[src/rtl/mips_bus_master_if.sv]
// Request/response and bus signals of the MIPS load/store bus master.
// The master modport is the bus master itself; slave is the requester/responder side.
interface mips_bus_master_if;
  // Load/store request side
  logic        req_valid;
  logic        req_ready;
  logic        req_write;
  logic [1:0]  req_size;
  logic        req_signed;
  logic [31:0] req_addr;
  logic [31:0] req_wdata;
  // Completion side
  logic        resp_valid;
  logic [31:0] resp_rdata;
  logic        resp_err;
  // Memory-mapped bus side
  logic [31:0] address;
  logic        read;
  logic        write;
  logic [3:0]  byteenable;
  logic [31:0] writedata;
  logic [31:0] readdata;
  logic        waitrequest;

  modport master (
    input  req_valid, req_write, req_size, req_signed, req_addr, req_wdata,
    input  readdata, waitrequest,
    output req_ready, resp_valid, resp_rdata, resp_err,
    output address, read, write, byteenable, writedata
  );

  modport slave (
    output req_valid, req_write, req_size, req_signed, req_addr, req_wdata,
    output readdata, waitrequest,
    input  req_ready, resp_valid, resp_rdata, resp_err,
    input  address, read, write, byteenable, writedata
  );
endinterface

[src/rtl/mips_bus_master.sv]
// MIPS load/store bus master: turns byte/half/word requests into single
// word-aligned bus accesses with little-endian lane steering, load extension,
// alignment checking and a waitrequest timeout.
module mips_bus_master #(
  parameter int unsigned TIMEOUT = 255
) (
  input logic               clk,
  input logic               reset,
  mips_bus_master_if.master bus
);

  localparam int unsigned CntW = (TIMEOUT < 1) ? 1 : $clog2(TIMEOUT + 1);

  typedef enum logic [1:0] {StIdle, StBus, StResp} state_e;

  state_e          state_q, state_d;
  logic [CntW-1:0] wait_cnt_q, wait_cnt_d;
  logic            read_q, read_d;
  logic            write_q, write_d;
  logic [31:0]     address_q, address_d;
  logic [3:0]      byteenable_q, byteenable_d;
  logic [31:0]     writedata_q, writedata_d;
  logic [1:0]      size_q, size_d;
  logic [1:0]      lane_q, lane_d;
  logic            sext_q, sext_d;
  logic [31:0]     resp_rdata_q, resp_rdata_d;
  logic            resp_err_q, resp_err_d;

  logic [1:0]  req_lane;
  logic        req_bad;
  logic [3:0]  req_be;
  logic [31:0] req_lane_mask;
  logic [31:0] req_wdata_pos;
  logic [31:0] rd_shift;
  logic [31:0] load_data;

  // Decode the incoming request: lane enables, alignment/size legality, positioned store data.
  always_comb begin
    req_lane = bus.req_addr[1:0];
    case (bus.req_size)
      2'b00: begin
        req_be  = 4'b0001 << req_lane;
        req_bad = 1'b0;
      end
      2'b01: begin
        req_be  = req_lane[1] ? 4'b1100 : 4'b0011;
        req_bad = req_lane[0];
      end
      2'b10: begin
        req_be  = 4'b1111;
        req_bad = (req_lane != 2'b00);
      end
      default: begin
        req_be  = 4'b0000;
        req_bad = 1'b1;
      end
    endcase
    req_lane_mask = {{8{req_be[3]}}, {8{req_be[2]}}, {8{req_be[1]}}, {8{req_be[0]}}};
    req_wdata_pos = (bus.req_wdata << {req_lane, 3'b000}) & req_lane_mask;
  end

  // Pull the addressed lane(s) down to bit 0 and extend to 32 bits.
  always_comb begin
    rd_shift = bus.readdata >> {lane_q, 3'b000};
    case (size_q)
      2'b00:   load_data = {{24{sext_q & rd_shift[7]}}, rd_shift[7:0]};
      2'b01:   load_data = {{16{sext_q & rd_shift[15]}}, rd_shift[15:0]};
      default: load_data = rd_shift;
    endcase
  end

  // Next-state and registered-output logic for the IDLE/BUS/RESP sequence.
  always_comb begin
    state_d      = state_q;
    wait_cnt_d   = wait_cnt_q;
    read_d       = read_q;
    write_d      = write_q;
    address_d    = address_q;
    byteenable_d = byteenable_q;
    writedata_d  = writedata_q;
    size_d       = size_q;
    lane_d       = lane_q;
    sext_d       = sext_q;
    resp_rdata_d = resp_rdata_q;
    resp_err_d   = resp_err_q;

    case (state_q)
      StIdle: begin
        if (bus.req_valid) begin
          if (req_bad) begin
            // Misaligned or illegal size: skip the bus entirely.
            state_d      = StResp;
            resp_err_d   = 1'b1;
            resp_rdata_d = 32'h0;
          end else begin
            state_d      = StBus;
            wait_cnt_d   = '0;
            read_d       = ~bus.req_write;
            write_d      = bus.req_write;
            address_d    = {bus.req_addr[31:2], 2'b00};
            byteenable_d = req_be;
            writedata_d  = req_wdata_pos;
            size_d       = bus.req_size;
            lane_d       = req_lane;
            sext_d       = bus.req_signed;
          end
        end
      end

      StBus: begin
        // A low waitrequest completes the access even on the timeout cycle.
        if (!bus.waitrequest || (wait_cnt_q == CntW'(TIMEOUT))) begin
          state_d      = StResp;
          read_d       = 1'b0;
          write_d      = 1'b0;
          address_d    = 32'h0;
          byteenable_d = 4'b0000;
          writedata_d  = 32'h0;
          if (!bus.waitrequest) begin
            resp_err_d   = 1'b0;
            resp_rdata_d = read_q ? load_data : 32'h0;
          end else begin
            resp_err_d   = 1'b1;
            resp_rdata_d = 32'h0;
          end
        end else begin
          wait_cnt_d = wait_cnt_q + 1'b1;
        end
      end

      StResp: begin
        state_d      = StIdle;
        resp_err_d   = 1'b0;
        resp_rdata_d = 32'h0;
      end

      default: state_d = StIdle;
    endcase
  end

  // State and output registers; reset aborts any access with no response.
  always_ff @(posedge clk or negedge reset) begin
    if (!reset) begin
      state_q      <= StIdle;
      wait_cnt_q   <= '0;
      read_q       <= 1'b0;
      write_q      <= 1'b0;
      address_q    <= 32'h0;
      byteenable_q <= 4'b0000;
      writedata_q  <= 32'h0;
      size_q       <= 2'b00;
      lane_q       <= 2'b00;
      sext_q       <= 1'b0;
      resp_rdata_q <= 32'h0;
      resp_err_q   <= 1'b0;
    end else begin
      state_q      <= state_d;
      wait_cnt_q   <= wait_cnt_d;
      read_q       <= read_d;
      write_q      <= write_d;
      address_q    <= address_d;
      byteenable_q <= byteenable_d;
      writedata_q  <= writedata_d;
      size_q       <= size_d;
      lane_q       <= lane_d;
      sext_q       <= sext_d;
      resp_rdata_q <= resp_rdata_d;
      resp_err_q   <= resp_err_d;
    end
  end

  assign bus.req_ready  = (state_q == StIdle);
  assign bus.resp_valid = (state_q == StResp);
  assign bus.resp_rdata = resp_rdata_q;
  assign bus.resp_err   = resp_err_q;
  assign bus.address    = address_q;
  assign bus.read       = read_q;
  assign bus.write      = write_q;
  assign bus.byteenable = byteenable_q;
  assign bus.writedata  = writedata_q;

endmodule
[src/flat_wrapper.sv]
// flat-port wrapper written by rule: the top's interface ports become plain ports
module mips_bus_master_flat 
#(
  parameter int unsigned TIMEOUT = 255
)
  (clk, reset, bus_req_valid, bus_req_write, bus_req_size, bus_req_signed, bus_req_addr, bus_req_wdata, bus_readdata, bus_waitrequest, bus_req_ready, bus_resp_valid, bus_resp_rdata, bus_resp_err, bus_address, bus_read, bus_write, bus_byteenable, bus_writedata);
  mips_bus_master_if bus_i ();
  input logic clk;
  input logic reset;
  input wire logic [$bits(bus_i.req_valid)-1:0] bus_req_valid;
  input wire logic [$bits(bus_i.req_write)-1:0] bus_req_write;
  input wire logic [$bits(bus_i.req_size)-1:0] bus_req_size;
  input wire logic [$bits(bus_i.req_signed)-1:0] bus_req_signed;
  input wire logic [$bits(bus_i.req_addr)-1:0] bus_req_addr;
  input wire logic [$bits(bus_i.req_wdata)-1:0] bus_req_wdata;
  input wire logic [$bits(bus_i.readdata)-1:0] bus_readdata;
  input wire logic [$bits(bus_i.waitrequest)-1:0] bus_waitrequest;
  output wire logic [$bits(bus_i.req_ready)-1:0] bus_req_ready;
  output wire logic [$bits(bus_i.resp_valid)-1:0] bus_resp_valid;
  output wire logic [$bits(bus_i.resp_rdata)-1:0] bus_resp_rdata;
  output wire logic [$bits(bus_i.resp_err)-1:0] bus_resp_err;
  output wire logic [$bits(bus_i.address)-1:0] bus_address;
  output wire logic [$bits(bus_i.read)-1:0] bus_read;
  output wire logic [$bits(bus_i.write)-1:0] bus_write;
  output wire logic [$bits(bus_i.byteenable)-1:0] bus_byteenable;
  output wire logic [$bits(bus_i.writedata)-1:0] bus_writedata;
  assign bus_i.req_valid = bus_req_valid;
  assign bus_i.req_write = bus_req_write;
  assign bus_i.req_size = bus_req_size;
  assign bus_i.req_signed = bus_req_signed;
  assign bus_i.req_addr = bus_req_addr;
  assign bus_i.req_wdata = bus_req_wdata;
  assign bus_i.readdata = bus_readdata;
  assign bus_i.waitrequest = bus_waitrequest;
  assign bus_req_ready = bus_i.req_ready;
  assign bus_resp_valid = bus_i.resp_valid;
  assign bus_resp_rdata = bus_i.resp_rdata;
  assign bus_resp_err = bus_i.resp_err;
  assign bus_address = bus_i.address;
  assign bus_read = bus_i.read;
  assign bus_write = bus_i.write;
  assign bus_byteenable = bus_i.byteenable;
  assign bus_writedata = bus_i.writedata;
  mips_bus_master #(.TIMEOUT(TIMEOUT)) u_core (.clk(clk), .reset(reset), .bus(bus_i));
endmodule
[config.mk]
export PLATFORM = sky130hd
export DESIGN_NAME = mips_bus_master_flat
export DESIGN_NICKNAME = d
export VERILOG_FILES = /design/src/rtl/mips_bus_master_if.sv /design/src/rtl/mips_bus_master.sv /design/src/flat_wrapper.sv
export SDC_FILE = /design/constraint.sdc
export NUM_CORES = 1
export LEC_CHECK = 0
export CORE_ASPECT_RATIO = 0.75
export CORE_MARGIN = 1.5
export CORE_UTILIZATION = 48
export DETAILED_ROUTE_END_ITERATION = 7
export HOLD_SLACK_MARGIN = 0.05
export PLACE_DENSITY = 0.95
export SETUP_SLACK_MARGIN = 0.02
export SYNTH_ARGS = -nofsm -noshare
export SYNTH_HDL_FRONTEND = slang
export SYNTH_SLANG_ARGS = --single-unit
[constraint.sdc]
create_clock -name clk -period 4.95 [get_ports clk]
set_input_delay 1.2375 -clock clk [delete_from_list [all_inputs] [get_ports clk]]
set_output_delay 1.2375 -clock clk [all_outputs]
set_load 0.02 [all_outputs]
# After elaboration in Yosys (flattened, before gate mapping)
# Cells that the tools add are included.
# totals
ff_bits	118
inputBits	104
out_inout_bits	105
word_cells	86
# op_classes
n_addsub	1
eq_ne	11
shift	3
muxes	41
n_bitwise	5
reduce_logical	13
# ops
op	n
32-bit two-way mux	10
32-bit one-hot mux with 2 select lines	3
32-bit one-hot mux with 3 select lines	1
32-bit bitwise AND	1
32-bit by 5-bit << shifter with 32-bit output	1
32-bit by 5-bit right shift with 32-bit output	1
8-bit two-way mux	3
4-bit two-way mux	4
8-bit one-hot mux with 2 select lines	1
4-bit one-hot mux with 3 select lines	1
4-bit AND reduction	3
1-bit two-way mux	9
8-bit by 1-bit adder with 8-bit output, second input constant	1
8-bit equality test, second input constant	1
4-bit one-hot mux with 2 select lines	1
2-bit by 1-bit equality test with 1-bit output, second input constant	3
2-bit logical NOT	3
2-bit two-way mux	3
2-bit inequality test, second input constant	3
1-bit one-hot mux with 3 select lines	2
2-bit equality test, second input constant	2
2-bit by 1-bit inequality test with 1-bit output, second input constant	2
1-bit one-hot mux with 2 select lines	2
2-bit one-hot mux with 2 select lines	1
9 further kinds	12

# Logic depth before layout (Yosys ltp)
# Gate-level depths: netlist (run 1).
# depth
depth_word	7
mapped_depth	7
depth_no_buf	5

# Least setup slack after synthesis (run 1)
# OpenSTA, ideal clock, no wires.
# synth_path
path_type	input to register
startpoint	in bus_req_size[0]
endpoint	reg u_core.resp_rdata_q[27], in the netlist u_core.bus.resp_rdata[27]
setup_ns	0.126
t_arrival_ns	2.469
required_ns	4.824
setup_slack_ns	2.355
path_stages	6
path_buffers	2
cell_sequence	buf_2 a21oi_1 nor4b_2 a211oi_2 buf_2 a221o_1
# synth_between
elab_chain_cells	4
elab_cells_between_ends	6
cone_classes	3 x eq/ne; 1 x mux; 2 x reduce/logical
# synth_rtl
element	line_no	text
start, declared	flat_wrapper.sv:12	input wire logic [$bits(bus_i.req_size)-1:0] bus_req_size;
2-bit equality test, or another cell as far along	mips_bus_master.sv:40	case (bus.req_size)
1-bit one-hot mux with 3 select lines *	mips_bus_master.sv:40	
2-bit by 1-bit inequality test with 1-bit output (no line) *	n/a	
4-bit AND reduction (no line) *	n/a	
end signal, assigned	mips_bus_master.sv:167	resp_rdata_q <= resp_rdata_d;
end, declared	mips_bus_master.sv:26	logic [31:0] resp_rdata_q, resp_rdata_d;
# Every way passes the cells marked *; elsewhere a longest branch is shown, timed or not.
# A chain may end at the register's enable or synchronous reset.

# Final worst setup path (run 1)
# layout_path
startpoint	in bus_req_size[0]
endpoint	reg u_core.writedata_q[1], in the netlist u_core.bus.writedata[1]
# layout_between
elab_chain_cells	6
elab_cells_between_ends	11
cone_classes	3 x eq/ne; 5 x mux; 1 x bitwise; 2 x reduce/logical
# layout_rtl
element	line_no	text
2-bit equality test, or another cell as far along	mips_bus_master.sv:40	
4-bit one-hot mux with 3 select lines	mips_bus_master.sv:40	
32-bit bitwise AND	mips_bus_master.sv:59	req_wdata_pos = (bus.req_wdata << {req_lane, 3'b000}) & req_lane_mask;
32-bit two-way mux	mips_bus_master.sv:90	if (req_bad) begin
32-bit two-way mux	mips_bus_master.sv:89	if (bus.req_valid) begin
32-bit one-hot mux with 2 select lines	mips_bus_master.sv:87	case (state_q)
end signal, assigned	mips_bus_master.sv:163	writedata_q <= writedata_d;
end, declared	mips_bus_master.sv:22	logic [31:0] writedata_q, writedata_d;
# Parallel ways exist; a longest one is shown, timed or not. The select of a mux whose other input is x is not followed.

==> results of run 1 <==
-- worst reg2reg max path, stage by stage (launching register included) --
cell and delay, ns:
dfrtp_1 0.41, ha_1 0.23, nand3_1 0.28, o21ai_2 0.19, a211oi_4 1.12, a221o_1 0.34
-- layout make-up --
class | instances | area [um^2] | share of cell area
sequential | 116 | 2900 | 0.361
multi-input combinational | 282 | 2290 | 0.285
timing repair buffer | 211 | 2100 | 0.261
clock buffer | 17 | 425 | 0.0529
tap | 140 | 175 | 0.0218
clock inverter | 15 | 146 | 0.0182
inverter | 2 | 7.51 | 0.000933
-- stage by stage --
step	cells	util	setup slack, ns
2_1_floorplan	439	-	2.36
3_3_place_gp	751	0.683	1.17
3_5_place_dp	751	0.683	1.01
4_1_cts	783	0.735	1.42
5_1_grt	783	0.735	1.26
6_report	783	0.735	1.40
-- sequential cells by signal (all words and copies together) (netlist names), 2 cells and up --
name / flops
u_core.bus.address: 30
u_core.bus.byteenable: 4
u_core.bus.resp_rdata: 32
u_core.bus.writedata: 32
u_core.lane_q: 2
u_core.size_q: 2
u_core.state_q: 2
u_core.wait_cnt_q: 8
-- path summary, 6_finish.rpt --
path                                     startpoint                         to  slack [ns]  cells after the start
max in group asynchronous                     reset   u_core.bus.writedata[30]        2.89                      2
min in group asynchronous                     reset      u_core.bus.address[2]        1.05                      1
max reg2reg                    u_core.wait_cnt_q[0]  u_core.bus.resp_rdata[21]        2.31                      5
min reg2reg                u_core.bus.writedata[20]   u_core.bus.writedata[20]        0.48                      1
max                                 bus_req_size[0]    u_core.bus.writedata[1]        1.40                      6
min                        u_core.bus.writedata[20]   u_core.bus.writedata[20]        0.48                      1
-- logic make-up after synthesis --
logic type | share of synthesized area
DFF | 0.538
xor gates and xnor gates | 0.00973
AOI/OAI and AO/OA | 0.249
buffers and inverters | 0.0417
muxes | 0.0797
and+or+nand+nor | 0.0792
adders and majority gates | 0.00232
other | 0.000694
-- cells in the mapped netlist, drive strengths merged (2+ instances only) --
cell,n,area (um^2)
xor2,5,43.8
o21ai,16,83.8
or3,3,18.8
a211o,15,131
inv,2,7.51
nand2,23,86.3
clkbuf,6,22.5
a21oi,11,58.8
nor2,10,37.5
a21o,2,15.0
nor3,2,21.3
nand3,4,20.0
a22o,48,420
a221o,16,160
nor2b,21,131
mux2,14,158
nand3b,2,15.0
mux2i,25,250
and3b,2,17.5
dfrtp,116,2900
buf,33,195
a32o,16,160
o2bb2ai,17,149
o211ai,3,22.5
a211oi,2,20.0
a21bo,2,20.0
-- cell usage in the layout (no fill, tap or decap), types with 2 or more instances in the layout --
master	count
a211o_1	15
a21bo_2	2
a21o_1	2
a21oi_1	10
a221o_1	16
a22o_1	48
a32o_1	16
and3b_1	2
buf_4	6
clkbuf_16	17
clkdlybuf4s50_1	205
clkinv_4	5
clkinvlp_4	2
conb_1	2
dfrtp_1	116
inv_1	2
inv_6	6
mux2_2	14
mux2i_1	25
nand2_1	23
nand3_1	4
nand3b_1	2
nor2_1	10
nor2b_1	21
o211ai_1	3
o21ai_0	15
o2bb2ai_1	17
or3_1	3
xor2_1	5
-- power by group --
group          internal (W)  leakage [nW]  switching [W]
clock network      0.000701         0.276       0.000471
logic              0.000624          1.70       0.000636
registers           0.00114          1.55       0.000174
-- layer usage --
metal / wire length (um) / vias up / track usage
li1: - / 2072 / -
met1: 7100 / 2314 / 0.364
met2: 7750 / 197 / 0.447
met3: 952 / 35 / 0.0618
met4: 414 / 0 / 0.117
met5: 0 / - / 0
==> metrics, run 1 <==
Reg clk slew, reported paths approximately 0.06 ns; Worst Path Arrival ~3.9 ns; # port buffers 206; setup repair bufs after CTS 0; ant diodes 0; Post-synth EDFFs 0; Clock H-tree levels 4; critical path's top delay family compound AO/OA/AOI/OAI gates; full die area 11900 um^2; Crit Path Class in -> reg; total power 0.00375 W; Final setup viols 0; CP Max Fanout 44; Post-Syn Area per Cell 12.3 um^2; global-route wire length before repair 25400 um; drt wl/cell 20.7 um; CTS tree done; Tot GR Track Use 0.277; Crit path largest cell delay 0.69 ns; IO Pins approximately 210; Setup TNS 0 ns; ratio of cells with drive above 1 in the final layout 0.0980; CORE AREA 10900 um^2; cell count after synthesis roughly 440; routed vias/inst between 5 and 6; post-route ant nets 0; Via Count roughly 4600; Hold Crit Class reg -> reg; HPWL Detailed 11100 um; Worst-Skew Late Latency 0.41 ns; Hold Vio Cnt, Final 0; Worst Path Buf+Inv 2; Iteration-0 DRC Markers 264; RD Place Congestion just over 0.9; Mapped Area about 5400 um^2; antenna violations before repair 0; number of nets in the layout roughly 740; 1st-pass router iterations 5; placed instance area 7470 um^2; Crit path required time about 5.3 ns; Worst Skew about 0.0051 ns; peak supply drop 0.251 mV; Layout area overhead 49.0%; RSZ-0062 raised after global routing false; fill cell count 735; Hold Buf Count CTS 0; asr flop ratio synth 1.00; vias in the first global route 4669; DR DRC count 0; CTS max path bufs 2; die width 125 um; Worst-Margin Slew about 1.4 ns; Critical Path End Type flop; Leakage 3.52 nW; total of max-cap violations 0; # rows 33; outcome completed; Slew headroom 0.0934; maximum number of pins on one net before global-route repair 95; final global-route overflow total 0; Final Max Tran Viols 0; CTS Sinks about 120; clock root cell clkbuf_16; die height 94.9 um; Synth Warn # 0; Starting Density 0.494; top_reg_cell synth dfrtp_1; total CTS buffers 17; FF+latch count, synth 116; Total Wirelength 16200 um; Critical Path Start Type input port; Pwr Density ~470 nW/um^2; crit path cell chain clkdlybuf4s50_1 > a21oi_1 > o21ba_4 > a21oi_4 > buf_4 > a22o_1; hold slack around 0.48 ns; Seq/Total Area, Yosys 0.538; Highest Clock Rate 0.281 GHz; Crit-path slowest cell clkdlybuf4s50_1; synth unique cells between 50 and 60; Final Instance Area 8050 um^2; PostCTS Resize Cnt 0; Final min period 3.55 ns; crit share post-route 0.718
No activity file was read; power rests on OpenSTA's default activity.
==> inputs of run 2 (changes only) <==
--- a/config.mk
+++ b/config.mk
@@ -7,10 +7,10 @@
 export LEC_CHECK = 0
 export CORE_ASPECT_RATIO = 0.75
 export CORE_MARGIN = 1.5
-export CORE_UTILIZATION = 48
+export CORE_UTILIZATION = 44
 export DETAILED_ROUTE_END_ITERATION = 7
 export HOLD_SLACK_MARGIN = 0.05
-export PLACE_DENSITY = 0.95
+export PLACE_DENSITY = 0.92
 export SETUP_SLACK_MARGIN = 0.02
 export SYNTH_ARGS = -nofsm -noshare
 export SYNTH_HDL_FRONTEND = slang
==> constraint.sdc (replaced) <==
create_clock -name clk -period 3.7 [get_ports clk]
set_input_delay 0.925 -clock clk [delete_from_list [all_inputs] [get_ports clk]]
set_output_delay 0.925 -clock clk [all_outputs]
set_load 0.02 [all_outputs]
==> run 2 against run 1 <==
Against the previous run: wire length is 2.5% higher; register-to-register slack lost 1.3 ns; design area increased by 1.9%; first-iteration DRC count is 13% higher; sequential cell count did not move; die area grew 8.8%; sequential share of layout area down 0.66 points; largest power group is now clock.
==> metrics, run 2 (same netlist as run 1, synthesis figures left out) <==
Reg clk slew, reported paths 0.05 ns; Hold Buf Count CTS 0; commonest non-fill, non-tap cell in the layout clkdlybuf4s50_1; Setup TNS 0 ns; Pwr Density 642 nW/um^2; Clock H-tree levels 4; outcome completed; Tot GR Track Use 0.258; routed vias/inst 5.78; IO Pins 209; Worst-Margin Slew 1.18 ns; Crit path required time 4.01 ns; RSZ-0062 raised after global routing false; post-route ant nets 0; # port buffers 206; vias in the first global route 4683; drt wl/cell 20.5 um; global-route wire length before repair 25300 um; number of cells after detailed placement 777; Crit Path Class in -> reg; Worst Skew 0.00765 ns; Final setup viols 0; Total Wirelength 16600 um; commonest cells after routing, fill and taps aside 205 x clkdlybuf4s50_1, 116 x dfrtp_1, 48 x a22o_1; DR DRC count 0; full die area 13000 um^2; Iteration-0 DRC Markers 299; setup repair bufs after CTS 0; HPWL Detailed 11800 um; Highest Clock Rate 0.328 GHz; maximum number of pins on one net before global-route repair 61; # rows 34; final worst setup slack roughly 0.66 ns; PostCTS Resize Cnt 0; ant diodes 0; Worst Path Arrival between 3 and 4 ns; ratio of cells with drive above 1 in the final layout 0.102; Critical Path End Type flop; peak supply drop 0.424 mV; Final min period 3.04 ns; CTS tree done; number of nets in the layout 739; post-route insts no fill 809; total of max-cap violations 0; CTS Sinks between 100 and 150; clock root cell clkbuf_16; CTS max path bufs 2; antenna violations before repair 0; Layout area overhead 51.7%; die height 98.9 um; Worst-Skew Late Latency 0.40 ns; RD Place Congestion around 0.88; Final Max Tran Viols 0; CP Max Fanout 40; final core occ 0.695; worst slack, placed 0.210 ns; Starting Density 0.458; final global-route overflow total 0; CORE AREA around 12000 um^2; Slew headroom 0.210; Via Count 4674; 1st-pass router iterations 5; Critical Path Start Type input port; Hold Vio Cnt, Final 0; die width 131 um; Leakage 3.58 nW; total CTS buffers 17; crit share post-route 0.823; Hold Crit Class reg -> reg
## run 2: final cells by class
| cell class | count | area (um^2) |
|---|---|---|
| Tap cell | 162 | 203 |
| Inverter | 2 | 7.51 |
| Clock buffer | 20 | 457 |
| Fill cell | 853 | 3590 |
| Multi-Input combinational cell | 282 | 2280 |
| Sequential cell | 116 | 2900 |
| Timing Repair Buffer | 215 | 2140 |
| Clock inverter | 12 | 201 |
## run 2: critical path, stage by stage
cell,delay [ns]
clkdlybuf4s50_1,0.46
or3b_1,0.35
o21ba_4,0.21
a21oi_4,0.76
buf_4,0.45
o2bb2ai_1,0.18
## run 2: stage by stage
stage / area [um^2] / power (W) / hold slack [ns]
after floorplan: 5400 / 0.00265 / 0.481
after global placement: 7540 / 0.00338 / 0.461
after detailed placement: 7540 / 0.00345 / 0.472
after CTS: 8190 / 0.00528 / 0.491
after global routing: 8190 / 0.00548 / 0.496
final: 8190 / 0.00526 / 0.488
## run 2: worst paths after layout
kind / start / endpoint / slack, ns / cells after the start
worst max-delay path: bus_req_valid / u_core.bus.writedata[8] / 0.66 / 6
worst min-delay path: u_core.bus.byteenable[0] / u_core.bus.byteenable[0] / 0.49 / 1
worst max register to register: u_core.wait_cnt_q[0] / u_core.bus.writedata[8] / 1.06 / 6
worst min register to register: u_core.bus.byteenable[0] / u_core.bus.byteenable[0] / 0.49 / 1
max in group asynchronous: reset / u_core.size_q[0] / 2.28 / 2
min in group asynchronous: reset / u_core.bus.resp_rdata[31] / 0.61 / 1
## run 2: routing by layer
| layer | track usage | part of all wire |
|---|---|---|
| met1 | 0.352 | 0.44 |
| met2 | 0.403 | 0.48 |
| met3 | 0.0700 | 0.074 |
| met4 | 0.0820 | 0.015 |
| met5 | 0 | 0 |
## run 2: power breakdown
group	internal [W]	switching (W)
registers	0.00153	0.000270
clock network	0.00123	0.000585
logic	0.000840	0.000806
==> inputs of run 3 (changes only) <==
==> constraint.sdc (replaced) <==
create_clock -name clk -period 3.17 [get_ports clk]
set_input_delay 0.7925 -clock clk [delete_from_list [all_inputs] [get_ports clk]]
set_output_delay 0.7925 -clock clk [all_outputs]
set_load 0.02 [all_outputs]
==> run 3 against run 2 <==
Against the previous run: clock power increased by 3%; core utilization is 0.064 points lower; non-clock buffer count increased by 9; combinational power grew 22%; clock-buffer cell count is 3 lower; largest cell class unchanged; die area did not move; critical endpoint is now u_core.bus.address[10]; via count up 0.51%; total power up 12%; design area hardly changed.
==> metrics, run 3 (same netlist as run 1, synthesis figures left out) <==
Internal Power 0.00394 W; CTS max path bufs 2; outcome completed; placed instance area 7600 um^2; Crit path largest cell delay 0.94 ns; setup repair bufs after CTS 0; Hold Buf Count CTS 0; Tot GR Track Use 0.265; Critical Path Start Type input port; total CTS buffers 17; Worst Path Arrival 3.28 ns; antenna violations before repair 0; total power 0.00591 W; crit path cell chain clkdlybuf4s50_1 > a21oi_1 > o21ba_4 > a21oi_4 > buf_4 > a22o_1; drt wl/cell 20.5 um; R2R Setup Slk 0.40 ns; Layout area overhead 51.6%; wire length on met2 7990 um; global-route wire length before repair 26000 um; Slew headroom 0.143; ant diodes 0; critical path's top delay family compound AO/OA/AOI/OAI gates; Hold Vio Cnt, Final 0; Crit path required time 3.50 ns; Worst Path Buf+Inv 2; ratio of cells with drive above 1 in the final layout 0.116; Final Instance Area 8190 um^2; die width 131 um; die height approximately 99 um; Via Count between 4000 and 5000; CTS tree done; final worst setup slack approximately 0.22 ns; Hold Crit Class reg -> reg; Worst Skew slightly below 0.009 ns; number of nets in the layout 748; worst slack, placed -0.148 ns; # rows 34; Crit-path slowest cell a21oi_4; 1st-pass router iterations 6; full die area approximately 13000 um^2; clock root cell clkbuf_16; PostCTS Resize Cnt 0; Leakage around 3.6 nW; Pwr Density 722 nW/um^2; crit share post-route 0.931; peak supply drop 0.370 mV; CORE AREA 11800 um^2; reg2reg start u_core.wait_cnt_q[0]; Critical Path End Type flop; HPWL Detailed 12000 um; hold slack 0.485 ns; vias in the first global route ~4700; maximum number of pins on one net before global-route repair 66; RSZ-0062 raised after global routing false; commonest cells after routing, fill and taps aside 205 x clkdlybuf4s50_1, 116 x dfrtp_1, 48 x a22o_1; logic gate share of total power 0.341; Worst-Skew Late Latency 0.40 ns; # port buffers 206; CTS Sinks 116; Total Wirelength 16800 um; Clock power frac 0.316; DR DRC count 0; routed vias/inst roughly 5.7; Hold EP u_core.bus.byteenable[0]; CP Max Fanout 49; wire length on met3 1270 um; Reg clk slew, reported paths 0.06 ns; worst hold path depth 1; R2R depth 6; switch share 0.333; RD Place Congestion 0.920; post-route ant nets 0; IO Pins 209; Final setup viols 0; Highest Clock Rate 0.339 GHz; Final min period 2.95 ns; Crit Path Class in -> reg; Metal-1 WL 7240 um; Seq pwr share 0.343; Final Max Tran Viols 0; Psw just under 0.002 W; Hold Startpoint u_core.bus.byteenable[0]; Clock H-tree levels 4; reg2reg end u_core.bus.address[10]; total of max-cap violations 0; final core occ 0.695; commonest non-fill, non-tap cell in the layout clkdlybuf4s50_1; Starting Density 0.458; Worst-Margin Slew approximately 1.3 ns; top layer in use met4; final global-route overflow total 0; Iteration-0 DRC Markers about 330
run 3: worst max path at each step:
stage,startpoint,to,slack [ns],cells after the start
floorplan,bus_req_size[0],u_core.bus.resp_rdata[27],1.02,6
global placement,bus_req_size[0],u_core.bus.address[16],-0.07,6
detailed placement,bus_req_size[0],u_core.bus.address[10],-0.15,6
CTS,bus_req_size[0],u_core.bus.address[2],0.26,6
global route,bus_req_size[0],u_core.bus.address[2],0.05,6
finish,bus_req_size[0],u_core.bus.address[10],0.22,6
run 3: layout make-up:
cell class | count | area [um^2]
Fill cell | 851 | 3600
Sequential cell | 116 | 2900
Multi-Input combinational cell | 282 | 2280
Timing Repair Buffer | 224 | 2210
Clock buffer | 17 | 425
Tap cell | 162 | 203
Clock inverter | 15 | 158
Inverter | 2 | 7.51
run 3: stage by stage:
step                setup TNS [ns]  instances
global placement             -1.41        786
detailed placement           -2.66        786
floorplan                        0        439
CTS                              0        818
global route                     0        818
finish                           0        818
run 3: power by group through the flow:
stage,Combinational [W],Clock (W),Sequential (W)
detailed placement,0.00200,0,0.00204
global route,0.00214,0.00197,0.00207
global placement,0.00193,0,0.00203
CTS,0.00201,0.00190,0.00202
floorplan,0.000789,0,0.00230
finish,0.00201,0.00187,0.00203
run 3: per-layer routing:
| layer | vias to the layer above | global-route usage |
|---|---|---|
| met2 | 239 | 0.417 |
| li1 | 2100 | - |
| met1 | 2335 | 0.361 |
| met4 | 0 | 0.0888 |
| met5 | - | 0 |
| met3 | 24 | 0.0630 |
